===== config.mk =====
export PLATFORM = sky130hd
export DESIGN_NAME = load_store_unit
export DESIGN_NICKNAME = d
export VERILOG_FILES = /design/src/rtl/lsu_pkg.sv /design/src/rtl/lsu_align.sv /design/src/rtl/load_store_unit.sv
export SDC_FILE = /design/constraint.sdc
export NUM_CORES = 1
export LEC_CHECK = 0
export ABC_AREA = 1
export CAP_MARGIN = 25
export CORE_ASPECT_RATIO = 0.75
export CORE_MARGIN = 1.5
export CORE_UTILIZATION = 35
export DETAILED_ROUTE_END_ITERATION = 16
export HOLD_SLACK_MARGIN = 0.03
export PLACE_DENSITY = 0.67
export SETUP_SLACK_MARGIN = 0.1
export SKIP_CTS_REPAIR_TIMING = 1
export SYNTH_ARGS = -nofsm -noshare
export SYNTH_HDL_FRONTEND = slang
export SYNTH_SLANG_ARGS = --single-unit

===== constraint.sdc =====
create_clock -name clk -period 4 [get_ports clk]
set_input_delay 0.8 -clock clk [delete_from_list [all_inputs] [get_ports clk]]
set_output_delay 0.8 -clock clk [all_outputs]
set_load 0.02 [all_outputs]

===== src/rtl/lsu_pkg.sv =====
// Shared encodings for the load/store unit: access sizes, FSM states,
// lane geometry and the request legality check.
package lsu_pkg;

    // Byte lanes per RAM word and bits per lane
    localparam int NUM_LANES = 4;
    localparam int LANE_BITS = 8;

    // Access size encodings as presented on the size port
    localparam logic [1:0] SZ_BYTE    = 2'b00;
    localparam logic [1:0] SZ_HALF    = 2'b01;
    localparam logic [1:0] SZ_WORD    = 2'b10;
    localparam logic [1:0] SZ_ILLEGAL = 2'b11;

    // Access FSM states
    localparam logic [1:0] ST_IDLE = 2'b00;
    localparam logic [1:0] ST_REQ  = 2'b01;
    localparam logic [1:0] ST_DONE = 2'b10;

    // A request is dropped when it is both a load and a store, uses the
    // reserved size code, or is not naturally aligned for its size.
    function automatic logic access_is_fault(
        input logic       rd,
        input logic       wr,
        input logic [1:0] sz,
        input logic [1:0] addr_lo
    );
        logic bad;
        bad = 1'b0;
        if (rd && wr) begin
            bad = 1'b1;
        end
        if (sz == SZ_ILLEGAL) begin
            bad = 1'b1;
        end
        if ((sz == SZ_HALF) && addr_lo[0]) begin
            bad = 1'b1;
        end
        if ((sz == SZ_WORD) && (addr_lo != 2'b00)) begin
            bad = 1'b1;
        end
        return bad;
    endfunction

endpackage


===== src/rtl/lsu_align.sv =====
// Little-endian lane steering for stores and lane extraction plus
// sign/zero extension for loads. Purely combinational.
module lsu_align
    import lsu_pkg::*;
(
    input  logic [1:0]           size,
    input  logic [1:0]           addr_lo,
    input  logic                 load_unsigned,
    input  logic [31:0]          store_data,
    input  logic [31:0]          rdata,
    output logic [NUM_LANES-1:0] be,
    output logic [31:0]          wdata,
    output logic [31:0]          load_ext
);

    logic [LANE_BITS-1:0] rd_lane [NUM_LANES];
    logic [7:0]           sel_byte;
    logic [15:0]          sel_half;
    logic                 byte_sign;
    logic                 half_sign;

    // Split the read word into its byte lanes
    genvar gi;
    generate
        for (gi = 0; gi < NUM_LANES; gi++) begin : g_lane
            assign rd_lane[gi] = rdata[LANE_BITS*gi +: LANE_BITS];
        end
    endgenerate

    assign sel_byte  = rd_lane[addr_lo];
    assign sel_half  = addr_lo[1] ? rdata[31:16] : rdata[15:0];
    assign byte_sign = ~load_unsigned & sel_byte[7];
    assign half_sign = ~load_unsigned & sel_half[15];

    // Store steering: replicate narrow data across lanes, enable only the target lanes
    always_comb begin
        be    = '0;
        wdata = store_data;
        case (size)
            SZ_BYTE: begin
                be    = 4'b0001 << addr_lo;
                wdata = {4{store_data[7:0]}};
            end
            SZ_HALF: begin
                be    = addr_lo[1] ? 4'b1100 : 4'b0011;
                wdata = {2{store_data[15:0]}};
            end
            SZ_WORD: begin
                be    = 4'b1111;
                wdata = store_data;
            end
            default: begin
                be    = '0;
                wdata = store_data;
            end
        endcase
    end

    // Load extraction: pick the addressed byte/half and extend it to 32 bits
    always_comb begin
        load_ext = rdata;
        case (size)
            SZ_BYTE: load_ext = {{24{byte_sign}}, sel_byte};
            SZ_HALF: load_ext = {{16{half_sign}}, sel_half};
            default: load_ext = rdata;
        endcase
    end

endmodule


===== src/rtl/load_store_unit.sv =====
// Memory-stage load/store unit. Accepts one access at a time from execute,
// stalls the core while the RAM handshake is outstanding, and returns the
// extended load result to writeback. Illegal or misaligned requests are
// reported with a one-cycle fault pulse and never reach the RAM.
module load_store_unit
    import lsu_pkg::*;
#(
    parameter int DATA_WIDTH     = 32,
    parameter int MEM_ADDR_WIDTH = 10
) (
    input  logic                      clk,
    input  logic                      rst,
    input  logic                      ex_valid,
    input  logic                      mem_read,
    input  logic                      mem_write,
    input  logic [1:0]                size,
    input  logic                      load_unsigned,
    input  logic [DATA_WIDTH-1:0]     alu_result,
    input  logic [DATA_WIDTH-1:0]     store_data,
    output logic                      stall,
    output logic [DATA_WIDTH-1:0]     load_data,
    output logic                      load_valid,
    output logic                      access_fault,
    output logic                      mem_req,
    output logic                      mem_we,
    output logic [MEM_ADDR_WIDTH-1:0] mem_addr,
    output logic [NUM_LANES-1:0]      mem_be,
    output logic [DATA_WIDTH-1:0]     mem_wdata,
    input  logic                      mem_ready,
    input  logic [DATA_WIDTH-1:0]     mem_rdata
);

    logic [1:0]                state_reg;
    logic [1:0]                addr_lo_reg;
    logic [1:0]                size_reg;
    logic                      unsigned_reg;
    logic [DATA_WIDTH-1:0]     load_data_reg;
    logic                      load_valid_reg;
    logic                      access_fault_reg;
    logic                      mem_req_reg;
    logic                      mem_we_reg;
    logic [MEM_ADDR_WIDTH-1:0] mem_addr_reg;
    logic [NUM_LANES-1:0]      mem_be_reg;
    logic [DATA_WIDTH-1:0]     mem_wdata_reg;

    logic                      in_idle;
    logic                      in_req;
    logic                      start;
    logic                      fault;

    logic [1:0]                align_size;
    logic [1:0]                align_addr_lo;
    logic                      align_unsigned;
    logic [NUM_LANES-1:0]      align_be;
    logic [DATA_WIDTH-1:0]     align_wdata;
    logic [DATA_WIDTH-1:0]     align_load;

    // Address bits above the RAM word index are deliberately discarded
    logic                      unused_addr_bits;
    assign unused_addr_bits = ^alu_result[DATA_WIDTH-1:MEM_ADDR_WIDTH+2];

    assign in_idle = (state_reg == ST_IDLE);
    assign in_req  = (state_reg == ST_REQ);
    assign start   = ex_valid & (mem_read | mem_write);
    assign fault   = access_is_fault(mem_read, mem_write, size, alu_result[1:0]);

    // Core must hold its inputs from the accepting cycle until the access retires
    assign stall = (in_idle & start & ~fault) | in_req;

    // The aligner sees live inputs while steering a new store in IDLE and the
    // captured access attributes while extracting load data in REQ.
    assign align_size     = in_idle ? size          : size_reg;
    assign align_addr_lo  = in_idle ? alu_result[1:0] : addr_lo_reg;
    assign align_unsigned = in_idle ? load_unsigned : unsigned_reg;

    lsu_align u_align (
        .size          (align_size),
        .addr_lo       (align_addr_lo),
        .load_unsigned (align_unsigned),
        .store_data    (store_data),
        .rdata         (mem_rdata),
        .be            (align_be),
        .wdata         (align_wdata),
        .load_ext      (align_load)
    );

    // Access FSM with its captured request and result registers
    always_ff @(posedge clk) begin
        if (!rst) begin
            state_reg        <= ST_IDLE;
            addr_lo_reg      <= '0;
            size_reg         <= '0;
            unsigned_reg     <= 1'b0;
            load_data_reg    <= '0;
            load_valid_reg   <= 1'b0;
            access_fault_reg <= 1'b0;
            mem_req_reg      <= 1'b0;
            mem_we_reg       <= 1'b0;
            mem_addr_reg     <= '0;
            mem_be_reg       <= '0;
            mem_wdata_reg    <= '0;
        end else begin
            load_valid_reg   <= 1'b0;
            access_fault_reg <= 1'b0;
            case (state_reg)
                ST_IDLE: begin
                    if (start) begin
                        if (fault) begin
                            access_fault_reg <= 1'b1;
                        end else begin
                            state_reg     <= ST_REQ;
                            mem_req_reg   <= 1'b1;
                            mem_we_reg    <= mem_write;
                            mem_addr_reg  <= alu_result[MEM_ADDR_WIDTH+1:2];
                            mem_be_reg    <= align_be;
                            mem_wdata_reg <= align_wdata;
                            addr_lo_reg   <= alu_result[1:0];
                            size_reg      <= size;
                            unsigned_reg  <= load_unsigned;
                        end
                    end
                end
                ST_REQ: begin
                    if (mem_ready) begin
                        mem_req_reg <= 1'b0;
                        mem_we_reg  <= 1'b0;
                        if (!mem_we_reg) begin
                            load_data_reg  <= align_load;
                            load_valid_reg <= 1'b1;
                        end
                        state_reg <= ST_DONE;
                    end
                end
                ST_DONE: begin
                    state_reg <= ST_IDLE;
                end
                default: begin
                    state_reg <= ST_IDLE;
                end
            endcase
        end
    end

    assign load_data    = load_data_reg;
    assign load_valid   = load_valid_reg;
    assign access_fault = access_fault_reg;
    assign mem_req      = mem_req_reg;
    assign mem_we       = mem_we_reg;
    assign mem_addr     = mem_addr_reg;
    assign mem_be       = mem_be_reg;
    assign mem_wdata    = mem_wdata_reg;

endmodule


### Yosys cells after proc, flatten, opt, wreduce, memory -nomap -nowiden

Index checks and enable logic that the tools add are counted.

* flip-flop bits (word level): 89
* input bits: 105
* output and inout port bits: 83
* logic and storage cells: 75

* $lt $le $gt $ge: 1
* equal/unequal tests: 9
* shift operators: 1
* muxes and demuxes: 28
* bitwise operators: 11
* reductions and logical operators: 13

Operator list (number)
* one-hot mux 32 bit (2 select lines): 2
* binary-select mux 8 bit (select 2 bit): 1
* two-way mux 16 bit: 1
* two-way mux 8 bit: 2
* AND reduction 3 bit: 5
* two-way mux 1 bit: 12
* one-hot mux 4 bit (3 select lines): 1
* two-way mux 2 bit: 5
* == test 2 x 1 -> 1 bit (second input constant): 3
* == test 2 bit (second input constant): 3
* bitwise AND 1 bit: 5
* logical NOT 2 bit: 2
* two-way mux 4 bit: 1
* inequality test 2 bit (second input constant): 2
* one-hot mux 1 bit (2 select lines): 2
* one-hot mux 2 bit (2 select lines): 1
* AND reduction 4 bit: 1
* nonzero test 2 bit: 2
* left shift 1 x 2 -> 4 bit (first input constant): 1
* greater-or-equal comparator 3 bit (second input constant): 1
* logical AND 1 bit: 3
* NOT 1 bit: 3
* NOT 2 -> 3 bit: 1
* inequality test 2 x 1 -> 1 bit (second input constant): 1
* OR 1 bit: 2

### Depth between registers and ports, before layout

* depth after elaboration: 8
* mapped depth: 12
* mapped depth without buffers: 11

### Cells and area by module

Synthesis repeated with hierarchy kept, for this count alone.

* cell total of the unflattened synthesis: 707
* area, all modules: 4558.1 um^2

Modules (own cells, without submodules)
* load_store_unit: times used 1, cells each 412, area each 3258.1 um^2, seq. area each 1781.7 um^2
* lsu_align: times used 1, cells each 295, area each 1300.0 um^2, seq. area each 0.0 um^2

### Worst setup path after synthesis

OpenSTA, ideal clock, no wires.

* path kind: input to output
* from: input port size[0]
* to: output port stall
* arrival time: 1.632 ns
* required time: 3.200 ns
* path slack: 1.568 ns
* cell stages on the path: 6
* buffers on the path: 1
* path through: inv_1 o21ai_0 a21boi_1 nand2_1 clkbuf_1 nand2_1

* cells in the longest elaborated chain, start to end: 7
* elaborated cells on any way between the ends: 11
* those cells by class: eq/ne (3); mux (3); bitwise (3); reduce/logical (2)

RTL lines
* start, declared: RTL line load_store_unit.sv:16 `input logic [1:0] size,`
* == test 2 bit / == test 2 x 1 -> 1 bit (equally long branches): RTL line lsu_pkg.sv:33, lsu_pkg.sv:36
* two-way mux 1 bit / logical AND 1 bit (equally long branches): RTL line lsu_pkg.sv:33, lsu_pkg.sv:36
* two-way mux 1 bit: RTL line lsu_pkg.sv:36 `if ((sz == SZ_HALF) && addr_lo[0]) begin`
* two-way mux 1 bit (*): RTL line lsu_pkg.sv:39 `if ((sz == SZ_WORD) && (addr_lo != 2'b00)) begin`
* NOT 1 bit (no line) (*)
* bitwise AND 1 bit (*): RTL line load_store_unit.sv:68 `assign stall = (in_idle & start & ~fault) | in_req;`
* OR 1 bit (*): RTL line load_store_unit.sv:68
* end, declared: RTL line load_store_unit.sv:20 `output logic stall,`

Mark *: on every way between the ends. The rest lies on a longest branch, timed or not.

### Worst setup path in the final report

* from: input port alu_result[0]
* to: output port stall

* cells in the longest elaborated chain, start to end: 6
* elaborated cells on any way between the ends: 8
* those cells by class: mux (2); bitwise (3); reduce/logical (3)

RTL lines
* start, declared: RTL line load_store_unit.sv:18 `input logic [DATA_WIDTH-1:0] alu_result,`
* logical AND 1 bit / nonzero test 2 bit (equally long branches): RTL line lsu_pkg.sv:36, lsu_pkg.sv:39
* two-way mux 1 bit / logical AND 1 bit (equally long branches): RTL line lsu_pkg.sv:36, lsu_pkg.sv:39
* two-way mux 1 bit (*): RTL line lsu_pkg.sv:39
* NOT 1 bit (no line) (*)
* bitwise AND 1 bit (*): RTL line load_store_unit.sv:68
* OR 1 bit (*): RTL line load_store_unit.sv:68

Marks and branches as above.

==> metrics.md <==
| Metric | Value |
|---|---|
| Root Buffer | clkbuf_16 |
| Synthesized Nets | between 700 and 800 |
| Ant. Diodes | 0 |
| Gpl congestion | 0.866 |
| Total GRT Usage | 21.8% |
| Fin. Hold Viols | 0 |
| Max Cap Viol | 0 |
| Iteration-0 DRC Markers | 245 |
| Hold slack final | between 400 and 500 ps |
| Worst-path maximum fanout | 3 |
| Sw Ratio | 30.5% |
| Worst VDD drop | 0.191 mV |
| Worst path cell trace | clkdlybuf4s50_1, inv_1, nand3_1, a21boi_1, nand2_1, nand2_1, clkdlybuf4s50_1 |
| Final-stage net count | between 800 and 900 |
| Number of global-route vias before repair | 4262 |
| Synth unique cells | 30 |
| Clock power share | 35.5% |
| Full die area | 12800 sq um |
| Fmax | 312 MHz |
| Largest net degree at the start of global routing | 67 |
| Bufs and invs on worst path | 3 |
| Routed len/inst | 15.1 microns |
| Share of cells above drive strength 1 | 7.38% |
| Die H | roughly 99 microns |
| Tightest Pin Transition | around 840 ps |
| # clock sinks | 89 |
| Placed cells | 917 |
| Final wirelength | roughly 14000 microns |
| Die width | 130 microns |
| Yosys warns | 0 |
| Total core area | 11700 sq um |
| Cells on worst reg2reg path | 9 |
| Worst hold stages | 2 |
| Setup Skew | 4.88 ps |
| #FFs+latches synth | between 80 and 90 |
| Final min period | roughly 3200 ps |
| Final global-route overflow total | 0 |
| Clk_lat worst skew | 340 ps |
| Dpl cell area | ~6000 sq um |
| Crit Path Class | in -> out |
| Outcome | complete, no violations |
| Levels on crit path | 7 |
| Met2 wire length | 6450 microns |
| Met1 Routed Length | 6530 microns |
| Pleak | 2.61 nW |
| Delay-heaviest family, CP | buffers and inverters |
| Worst hold path type | reg -> reg |
| Sequential share of power | between 40% and 50% |
| Sw Pwr | around 0.70 mW |
| Req. time, crit path | roughly 3200 ps |
| Syn Area/Cell | 6.87 sq um |
| Site Rows | 34 |
| Pins Over Slew Limit | 0 |
| Post-route insts no fill | between 900 and 1000 |
| Startpoint class of the critical path | primary input |
| DRC viols | 0 |
| Antenna violations before repair | 0 |
| I/O pin count | 188 |
| CTS clk-pin slew, worst paths | ~70 ps |
| Clk buf depth | 2 |
| CP arrival | 2400 ps |
| Power Total | 2.29 mW |
| Setup TNS | 0 ps |
| Hpwl dp | 10200 microns |
| Int Pwr | around 1.6 mW |
| IO buf count | 167 |
| Final setup fails | 0 |
| Post-layout instance area | roughly 6300 sq um |
| Combinational share of power | roughly 23% |
| Via Count | 4626 |
| Final Util | 53.7% |
| DR pass1 iterations | 4 |
| Avg Vias per Cell | 4.95 |
| Post-synthesis sequential area ratio | between 40% and 50% |
| CTS tree | done |
| First-pass GRT wire length | 22100 microns |
| Final worst path period share | 80.1% |
| Htree depth | 3 |
| Final WS setup | 796 ps |
| FILL cells | 1167 |
| Worst path slowest cell | clkdlybuf4s50_1 |
| Dpl ws | 752 ps |
| Syn Inst Count | a little over 600 |
| Top layer in use | met4 |
| Routed wl met3 | 942 microns |
| CTS Buf Count | 9 |
| RSZ-0062 raised after global routing | no |
| Initial Util | between 30% and 40% |
| Relative slew slack | between 40% and 50% |
| Antenna viol nets, final | 0 |
| Synthesis-to-finish area growth | 48.1% |
| Critical Path Max Stage Delay | 600 ps |
| Pwr dens | roughly 360 nW/um^2 |
| Cell area after synthesis | 4260 sq um |
| Critical Path End Type | output port |
[cell usage after synthesis]
library cell | number | area share, %
a31oi_1 | 16 | 2.4
buf_6 | 2 | 0.53
o21ai_4 | 2 | 0.76
nand2_1 | 124 | 11
nand4_4 | 1 | 0.50
o21ai_0 | 95 | 11
o21ai_1 | 1 | 0.12
clkbuf_1 | 21 | 1.9
nand4_1 | 1 | 0.15
o211ai_1 | 2 | 0.35
nor3_1 | 1 | 0.12
nor2_2 | 2 | 0.29
buf_2 | 10 | 1.2
o21ai_2 | 13 | 2.7
or2_2 | 8 | 1.2
nand3_1 | 12 | 1.4
a21o_1 | 1 | 0.18
buf_4 | 3 | 0.53
nor2_1 | 100 | 8.8
nand3_2 | 1 | 0.24
nand2_4 | 1 | 0.26
a21boi_1 | 1 | 0.18
nand2_2 | 5 | 0.73
inv_1 | 51 | 4.5
a21oi_1 | 52 | 6.1
buf_12 | 1 | 0.47
nor4_1 | 1 | 0.15
nand3b_1 | 2 | 0.35
dfxtp_1 | 89 | 42
clkinv_2 | 1 | 0.12
[cells by family after synthesis]
kind of cell / Yosys count / synth area share (%)
flops: 89 / 41.8
compound gates: 183 / 23.9
buf+inv: 89 / 9.17
simple gates: 259 / 25.1
[metal layers]
layer / global-route usage [%] / vias to the layer above
met5: 0 / -
met4: 5.58 / 0
met3: 4.94 / 19
met2: 34.4 / 161
met1: 30.1 / 2145
li1: - / 2301
[cell type report]
cell class              count  area (sq um)  area share (%)
clock inverters             6          53.8           0.853
multi-input cells         442          2090            33.2
clock buffers              10           229            3.63
well taps                 162           203            3.21
flip-flops and latches     89          1780            28.2
repair buffers            173          1750            27.7
inverters                  52           196            3.11
[worst min-delay path, cell delays in order, from the launching register on]
cell and delay [ps]:
dfxtp_1 310, nand2_1 60, a21oi_1 50
[power by group through the flow]
stage                     Clock (mW)  Combinational (mW)  Sequential [mW]
after floorplan                    0               0.230             1.03
after global placement             0               0.505            0.976
after detailed placement           0               0.512            0.977
after CTS                      0.827               0.515            0.958
after global routing           0.866               0.563            0.962
final                          0.811               0.517            0.958
[final timing paths]
check,slack (ps),endpoint,start
setup reg to reg,1150,load_data[11],state_reg[0]
hold / removal,470,mem_be[2],mem_be[2]
setup / recovery,800,stall,alu_result[0]
hold reg to reg,470,mem_be[2],mem_be[2]
[cell usage in the layout (no fill, tap or decap), drive strengths merged]
| cell type | Yosys | final |
|---|---|---|
| a21boi | 1 | 1 |
| a21o | 1 | 1 |
| a21oi | 52 | 52 |
| a31oi | 16 | 16 |
| buf | 16 | 6 |
| clkbuf | 21 | 10 |
| clkdlybuf4s50 | 0 | 167 |
| clkinv | 1 | 5 |
| clkinvlp | 0 | 1 |
| dfxtp | 89 | 89 |
| inv | 51 | 52 |
| nand2 | 130 | 130 |
| nand3 | 13 | 13 |
| nand3b | 2 | 2 |
| nand4 | 2 | 2 |
| nor2 | 102 | 102 |
| nor3 | 1 | 1 |
| nor4 | 1 | 1 |
| o211ai | 2 | 2 |
| o21ai | 111 | 111 |
| or2 | 8 | 8 |
Note: power is estimated with default switching activity, not from simulation.
